**src/rtl/spi_controller_if.sv**
```systemverilog
// Request handshake and SPI pin bundle for spi_controller.
// The controller uses the master modport; the request source and any pin
// observer use the slave modport.
interface spi_controller_if;
    logic       req_valid;
    logic       req_ready;
    logic       req_write;
    logic [6:0] req_addr;
    logic [7:0] req_data;
    logic       abort;
    logic       busy;
    logic       done;
    logic       nCS;
    logic       SCLK;
    logic       COPI;

    modport master (
        input  req_valid, req_write, req_addr, req_data, abort,
        output req_ready, busy, done, nCS, SCLK, COPI
    );

    modport slave (
        output req_valid, req_write, req_addr, req_data, abort,
        input  req_ready, busy, done, nCS, SCLK, COPI
    );
endinterface

```
**src/rtl/spi_controller.sv**
```systemverilog
// SPI mode-0 bus initiator: serialises {write, addr[6:0], data[7:0]} MSB first
// onto nCS/SCLK/COPI. Every output is a flop whose next value is computed one
// cycle ahead in the combinational block.
module spi_controller #(
    parameter int CLK_DIV = 4
) (
    input  logic             clk,
    input  logic             rst,
    spi_controller_if.master bus
);

    typedef enum logic [1:0] {IDLE, SETUP, SHIFT, GAP} state_t;

    localparam logic [7:0] DIV_LAST = 8'(CLK_DIV - 1);
    localparam logic [7:0] DIV_DONE = 8'(CLK_DIV - 2);
    localparam logic [4:0] NUM_BITS = 5'd16;

    state_t      state_q, state_d;
    logic [7:0]  div_q, div_d;
    logic [4:0]  bit_cnt_q, bit_cnt_d;
    logic [15:0] shift_q, shift_d;
    logic        aborted_q, aborted_d;
    logic        ncs_q, ncs_d;
    logic        sclk_q, sclk_d;
    logic        copi_q, copi_d;
    logic        ready_q, ready_d;
    logic        busy_q, busy_d;
    logic        done_q, done_d;

    logic        div_end;

    assign div_end = (div_q == DIV_LAST);

    // Next state and next registered outputs; abort in SETUP/SHIFT overrides the normal sequence.
    always_comb begin
        // NOTE: every _d signal gets a default first so no path leaves one unassigned and no latch is inferred.
        state_d   = state_q;
        div_d     = div_q;
        bit_cnt_d = bit_cnt_q;
        shift_d   = shift_q;
        aborted_d = aborted_q;
        ncs_d     = ncs_q;
        sclk_d    = sclk_q;
        copi_d    = copi_q;
        ready_d   = ready_q;
        busy_d    = busy_q;
        done_d    = 1'b0;

        if ((state_q == SETUP || state_q == SHIFT) && bus.abort) begin
            state_d   = GAP;
            div_d     = '0;
            bit_cnt_d = '0;
            shift_d   = '0;
            aborted_d = 1'b1;
            ncs_d     = 1'b1;
            sclk_d    = 1'b0;
            copi_d    = 1'b0;
        end else begin
            unique case (state_q)
                IDLE: begin
                    if (ready_q && bus.req_valid) begin
                        state_d   = SETUP;
                        div_d     = '0;
                        bit_cnt_d = '0;
                        shift_d   = {bus.req_write, bus.req_addr, bus.req_data};
                        aborted_d = 1'b0;
                        ncs_d     = 1'b0;
                        sclk_d    = 1'b0;
                        copi_d    = bus.req_write;
                        ready_d   = 1'b0;
                        busy_d    = 1'b1;
                    end
                end
                SETUP: begin
                    if (div_end) begin
                        state_d   = SHIFT;
                        div_d     = '0;
                        sclk_d    = 1'b1;
                        bit_cnt_d = bit_cnt_q + 5'd1;
                    end else begin
                        div_d = div_q + 8'd1;
                    end
                end
                SHIFT: begin
                    if (!div_end) begin
                        div_d = div_q + 8'd1;
                    end else begin
                        div_d = '0;
                        if (sclk_q) begin
                            // Falling SCLK: present the next bit for the following rising edge.
                            sclk_d  = 1'b0;
                            shift_d = shift_q << 1;
                            copi_d  = shift_d[15];
                        end else if (bit_cnt_q == NUM_BITS) begin
                            // The 16th low phase doubles as nCS hold time.
                            state_d   = GAP;
                            bit_cnt_d = '0;
                            ncs_d     = 1'b1;
                            copi_d    = 1'b0;
                        end else begin
                            sclk_d    = 1'b1;
                            bit_cnt_d = bit_cnt_q + 5'd1;
                        end
                    end
                end
                GAP: begin
                    if (div_q == DIV_DONE && !aborted_q) begin
                        done_d = 1'b1;
                    end
                    if (div_end) begin
                        state_d = IDLE;
                        div_d   = '0;
                        ready_d = 1'b1;
                        busy_d  = 1'b0;
                    end else begin
                        div_d = div_q + 8'd1;
                    end
                end
                default: state_d = IDLE;
            endcase
        end
    end

    // State and output registers with synchronous active-high reset.
    always_ff @(posedge clk) begin
        // NOTE: non-blocking assignments so every flop samples the pre-edge values together.
        if (rst) begin
            state_q   <= IDLE;
            div_q     <= '0;
            bit_cnt_q <= '0;
            shift_q   <= '0;
            aborted_q <= 1'b0;
            ncs_q     <= 1'b1;
            sclk_q    <= 1'b0;
            copi_q    <= 1'b0;
            ready_q   <= 1'b1;
            busy_q    <= 1'b0;
            done_q    <= 1'b0;
        end else begin
            state_q   <= state_d;
            div_q     <= div_d;
            bit_cnt_q <= bit_cnt_d;
            shift_q   <= shift_d;
            aborted_q <= aborted_d;
            ncs_q     <= ncs_d;
            sclk_q    <= sclk_d;
            copi_q    <= copi_d;
            ready_q   <= ready_d;
            busy_q    <= busy_d;
            done_q    <= done_d;
        end
    end

    assign bus.req_ready = ready_q;
    assign bus.busy      = busy_q;
    assign bus.done      = done_q;
    assign bus.nCS       = ncs_q;
    assign bus.SCLK      = sclk_q;
    assign bus.COPI      = copi_q;

endmodule

```
**src/flat_wrapper.sv**
```systemverilog
// flat-port wrapper written by rule: the top's interface ports become plain ports
module spi_controller_flat 
#(
    parameter int CLK_DIV = 4
)
  (clk, rst, bus_req_valid, bus_req_write, bus_req_addr, bus_req_data, bus_abort, bus_req_ready, bus_busy, bus_done, bus_nCS, bus_SCLK, bus_COPI);
  spi_controller_if bus_i ();
  input  logic clk;
  input  logic rst;
  input wire logic [$bits(bus_i.req_valid)-1:0] bus_req_valid;
  input wire logic [$bits(bus_i.req_write)-1:0] bus_req_write;
  input wire logic [$bits(bus_i.req_addr)-1:0] bus_req_addr;
  input wire logic [$bits(bus_i.req_data)-1:0] bus_req_data;
  input wire logic [$bits(bus_i.abort)-1:0] bus_abort;
  output wire logic [$bits(bus_i.req_ready)-1:0] bus_req_ready;
  output wire logic [$bits(bus_i.busy)-1:0] bus_busy;
  output wire logic [$bits(bus_i.done)-1:0] bus_done;
  output wire logic [$bits(bus_i.nCS)-1:0] bus_nCS;
  output wire logic [$bits(bus_i.SCLK)-1:0] bus_SCLK;
  output wire logic [$bits(bus_i.COPI)-1:0] bus_COPI;
  assign bus_i.req_valid = bus_req_valid;
  assign bus_i.req_write = bus_req_write;
  assign bus_i.req_addr = bus_req_addr;
  assign bus_i.req_data = bus_req_data;
  assign bus_i.abort = bus_abort;
  assign bus_req_ready = bus_i.req_ready;
  assign bus_busy = bus_i.busy;
  assign bus_done = bus_i.done;
  assign bus_nCS = bus_i.nCS;
  assign bus_SCLK = bus_i.SCLK;
  assign bus_COPI = bus_i.COPI;
  spi_controller #(.CLK_DIV(CLK_DIV)) u_core (.clk(clk), .rst(rst), .bus(bus_i));
endmodule
```
**config.mk**
```make
export PLATFORM = sky130hd
export DESIGN_NAME = spi_controller_flat
export DESIGN_NICKNAME = d
export VERILOG_FILES = /design/src/rtl/spi_controller_if.sv /design/src/rtl/spi_controller.sv /design/src/flat_wrapper.sv
export SDC_FILE = /design/constraint.sdc
export NUM_CORES = 1
export LEC_CHECK = 0
export CAP_MARGIN = 40
export CORE_MARGIN = 1.5
export CORE_UTILIZATION = 53
export CTS_BUF_LIST = sky130_fd_sc_hd__clkbuf_2 sky130_fd_sc_hd__clkbuf_4 sky130_fd_sc_hd__clkbuf_8
export DETAILED_ROUTE_END_ITERATION = 16
export PLACE_DENSITY = 0.81
export SYNTH_ARGS = -nofsm -noshare
export SYNTH_HDL_FRONTEND = slang
export SYNTH_SLANG_ARGS = --single-unit
```
**constraint.sdc**
```tcl
create_clock -name clk -period 4.75 [get_ports clk]
set_input_delay 0.7125 -clock clk [delete_from_list [all_inputs] [get_ports clk]]
set_output_delay 0.7125 -clock clk [all_outputs]
set_load 0.01 [all_outputs]
```
==> impl_results.md <==
- Outcome: finished, final reports clean
- Hold_ws: 0.425 ns
- Clk buf depth: 2
- Detailed-route wire length: 3850 um
- Least-Margin Pin Slew: about 0.6 ns
- Total stage count of the critical path: 6
- Critical-path maximum fanout: 7
- Fin. Hold Viols: 0
- Post-synth EDFFs: 0
- DR iter-0 viols: 97
- Pint: 0.714 mW
- Worst setup margin: approximately 2.5 ns
- Crit path DAT: about 2.6 ns
- Area share of the largest cell type after synthesis: a little under two fifths
- Drt wl/cell: 13.1 um
- Post-DP HPWL: around 2800 um
- Power Dens Cells: 537 mW/mm^2
- Sequential Power Share: 36.7%
- Fill cell total of the finished layout: a little over 300
- Unrepaired setup endpoints after global routing: no
- Residual DRC: 0
- Register-to-Register Path Depth: 6
- Hold Buf Count CTS: 0
- CTS tree: built
- Cell family contributing the most delay on the critical path: simple AND/OR/NAND/NOR gates
- Hold EP: u_core.bus.done
- Buf+Inv Stages, Crit Path: 0
- Peak VDD IR: roughly 0.43 mV
- Initial antenna violation count: 0
- Total grt overflow: 0
- Synth Cell Area: between 0.0015 and 0.002 mm^2
- Sequential fraction of the synthesis area: about two fifths
- Hold depth: 1
- Layout cells sized above 1: 6.85%
- Multi-input logic area: 0.00112 mm^2
- Post-CTS Setup Inserts: 0
- Ant. Diodes: 0
- Avg Cell Area, Syn: between 8 and 9 um^2
- Critical path type: flop to flop
- Register area: roughly 740 um^2
- Number of global-route vias before repair: roughly 1400
- Area leader, netlist: dfxtp_1
- Setup tns final: 0 ns
- Core box area: about 0.0034 mm^2
- Total track usage: between 20% and 30%
- # rows: 21
- Die outline width: ~63 um
- First-pass GRT wire length: 6470 um
- Slew HR: 58.7%
- Yosys warning count: 0
- Via count: 1621
- CTS clk-pin slew, worst paths: roughly 0.12 ns
- H-tree depth: 2
- Combinational share of power: 49.4%
- Worst Hold Class: flop to flop
- Placer Congestion: 0.881
- DRT antenna net count: 0
- Clk network pwr share: 14.0%
- Period utilisation layout: between 40% and 50%
- Critical Path End Type: flop
- Drt via density: about 5.5
- Leakage power: ~0.84 nW
- Layout area overhead: 18.2%
- Crit-path slowest cell: or3b_2
- Largest cells by area after synthesis: dfxtp_1 (38%), mux2i_1 (8.3%), nor2_1 (7.2%)
- Die area: 0.00401 mm^2
- Hold Path Origin: u_core.aborted_q
- Chip Height: approximately 63 um
- Pins Over Slew Limit: 0
- Post-cts sizing count: 0
- Clock Tree Root: clkbuf_4
- Initial Util: between 50 and 60%
- Crit path cell chain: ha_1 -> or3b_2 -> o21ai_1 -> nand3_2 -> or4_1 -> a21oi_1
- NetSw: a little over 0.5 mW
- Setup Skew: 0.0125 ns
- Post-synthesis register bit count: 37
- Reg-to-reg startpoint: u_core.div_q[1]
- Max Fclk: between 400 and 500 MHz
- Synth cell count leaders: dfxtp_1 (37), nor2_1 (37), mux2i_1 (16)
- Delay of the slowest critical-path stage: 0.53 ns
- I/O pin total: 26
- Tmin final: around 2.3 ns
- Largest net degree at the start of global routing: 28
- Post-Synthesis Cells: 222
- Post-synth net total: 252
- Worst path required time: about 5 ns
- Synth Flop Type: dfxtp_1
- Reg-to-reg slack, setup: between 2 and 2.5 ns
- Nets: 277
- DR pass1 iterations: 4
- Setup violators final: 0
- Clk sinks: 37
- Crit path launch type: flop
- Sw Ratio: 41.7%
- CTS buffer count: 5
- DP Worst Slack: ~2.2 ns
- FF-to-FF End: u_core.bit_cnt_q[2]
- Max cap viols: 0
- Core Util, Final: 66.7%
- Synth unique cells: 42
- IO buf count: 25
- Post-synth ARST share: 0%
- Clk_lat worst skew: around 0.36 ns
-- sequential cells by signal (all words and copies together), names as in the netlist --
register	count
u_core.bus.req_ready	1
u_core.bus.busy	1
u_core.bus.nCS	1
u_core.bus.COPI	1
u_core.state_q	2
u_core.aborted_q	1
u_core.bus.SCLK	1
u_core.shift_q	15
u_core.bit_cnt_q	5
u_core.bus.done	1
u_core.div_q	8
-- placed cells by master, fill, tap and decap left out, drive strengths merged, types with 5 or more instances in the layout --
cell type      instances
clkdlybuf4s50         25
a211oi                15
a21oi                  7
xor2                   6
mux2i                 16
nor3                   5
dfxtp                 37
ha                    10
nor2                  38
o21ai                 10
clkbuf                 6
nand2                  9
inv                    8
nand3                  7
-- area by class of cell --
| cell class | instances | area share [%] |
|---|---|---|
| clock inverter | 2 | 0.439 |
| timing repair buffer | 28 | 12.3 |
| sequential | 37 | 32.5 |
| clock buffer | 6 | 1.98 |
| multi-input combinational | 167 | 49.0 |
| inverter | 8 | 1.32 |
| tap | 46 | 2.52 |
-- kinds of logic (layout without fill, tap and decap cells) --
group           after synthesis  count (layout)  share of synthesized area, %
simple gates                 87              87                          22.9
fa+ha+maj                    10              10                          6.49
mux                          16              16                          8.30
xor+xnor                      6               6                          2.72
buf+inv                      18              44                          3.76
compound gates               48              48                          17.4
flops                        37              37                          38.4
-- stage by stage --
stage,instances,total power [mW],instance area (um^2)
final,294,1.22,2280
after global routing,294,1.33,2280
after CTS,294,1.23,2280
after detailed placement,286,1.06,2220
after global placement,285,1.02,2210
after floorplan,222,0.897,1930
-- how the worst max path moves through the flow --
stage / startpoint / endpoint / slack [ns]
2_1_floorplan: u_core.div_q[1] / u_core.bit_cnt_q[2] / 2.67
3_3_place_gp: bus_req_valid / u_core.shift_q[1] / 2.22
3_5_place_dp: bus_req_valid / u_core.bit_cnt_q[2] / 2.21
4_1_cts: u_core.div_q[1] / u_core.bit_cnt_q[2] / 2.48
5_1_grt: u_core.div_q[1] / u_core.bit_cnt_q[2] / 2.33
6_report: u_core.div_q[1] / u_core.bit_cnt_q[2] / 2.45
-- metal layers --
layer,GRT usage (%),part of all wire (%),vias to the layer above
li1,-,-,843
met1,28.0,49,747
met2,30.0,45,25
met3,6.96,3.8,6
met4,8.97,1.8,0
met5,0,0,-
-- power by group through the flow --
stage / sequential, mW / combinational, mW / clock, mW
2_1_floorplan: 0.449 / 0.448 / 0
3_5_place_dp: 0.455 / 0.605 / 0
5_1_grt: 0.461 / 0.672 / 0.193
6_report: 0.449 / 0.605 / 0.171
3_3_place_gp: 0.455 / 0.569 / 0
4_1_cts: 0.449 / 0.607 / 0.175
Power figures use the tool's default switching activity.
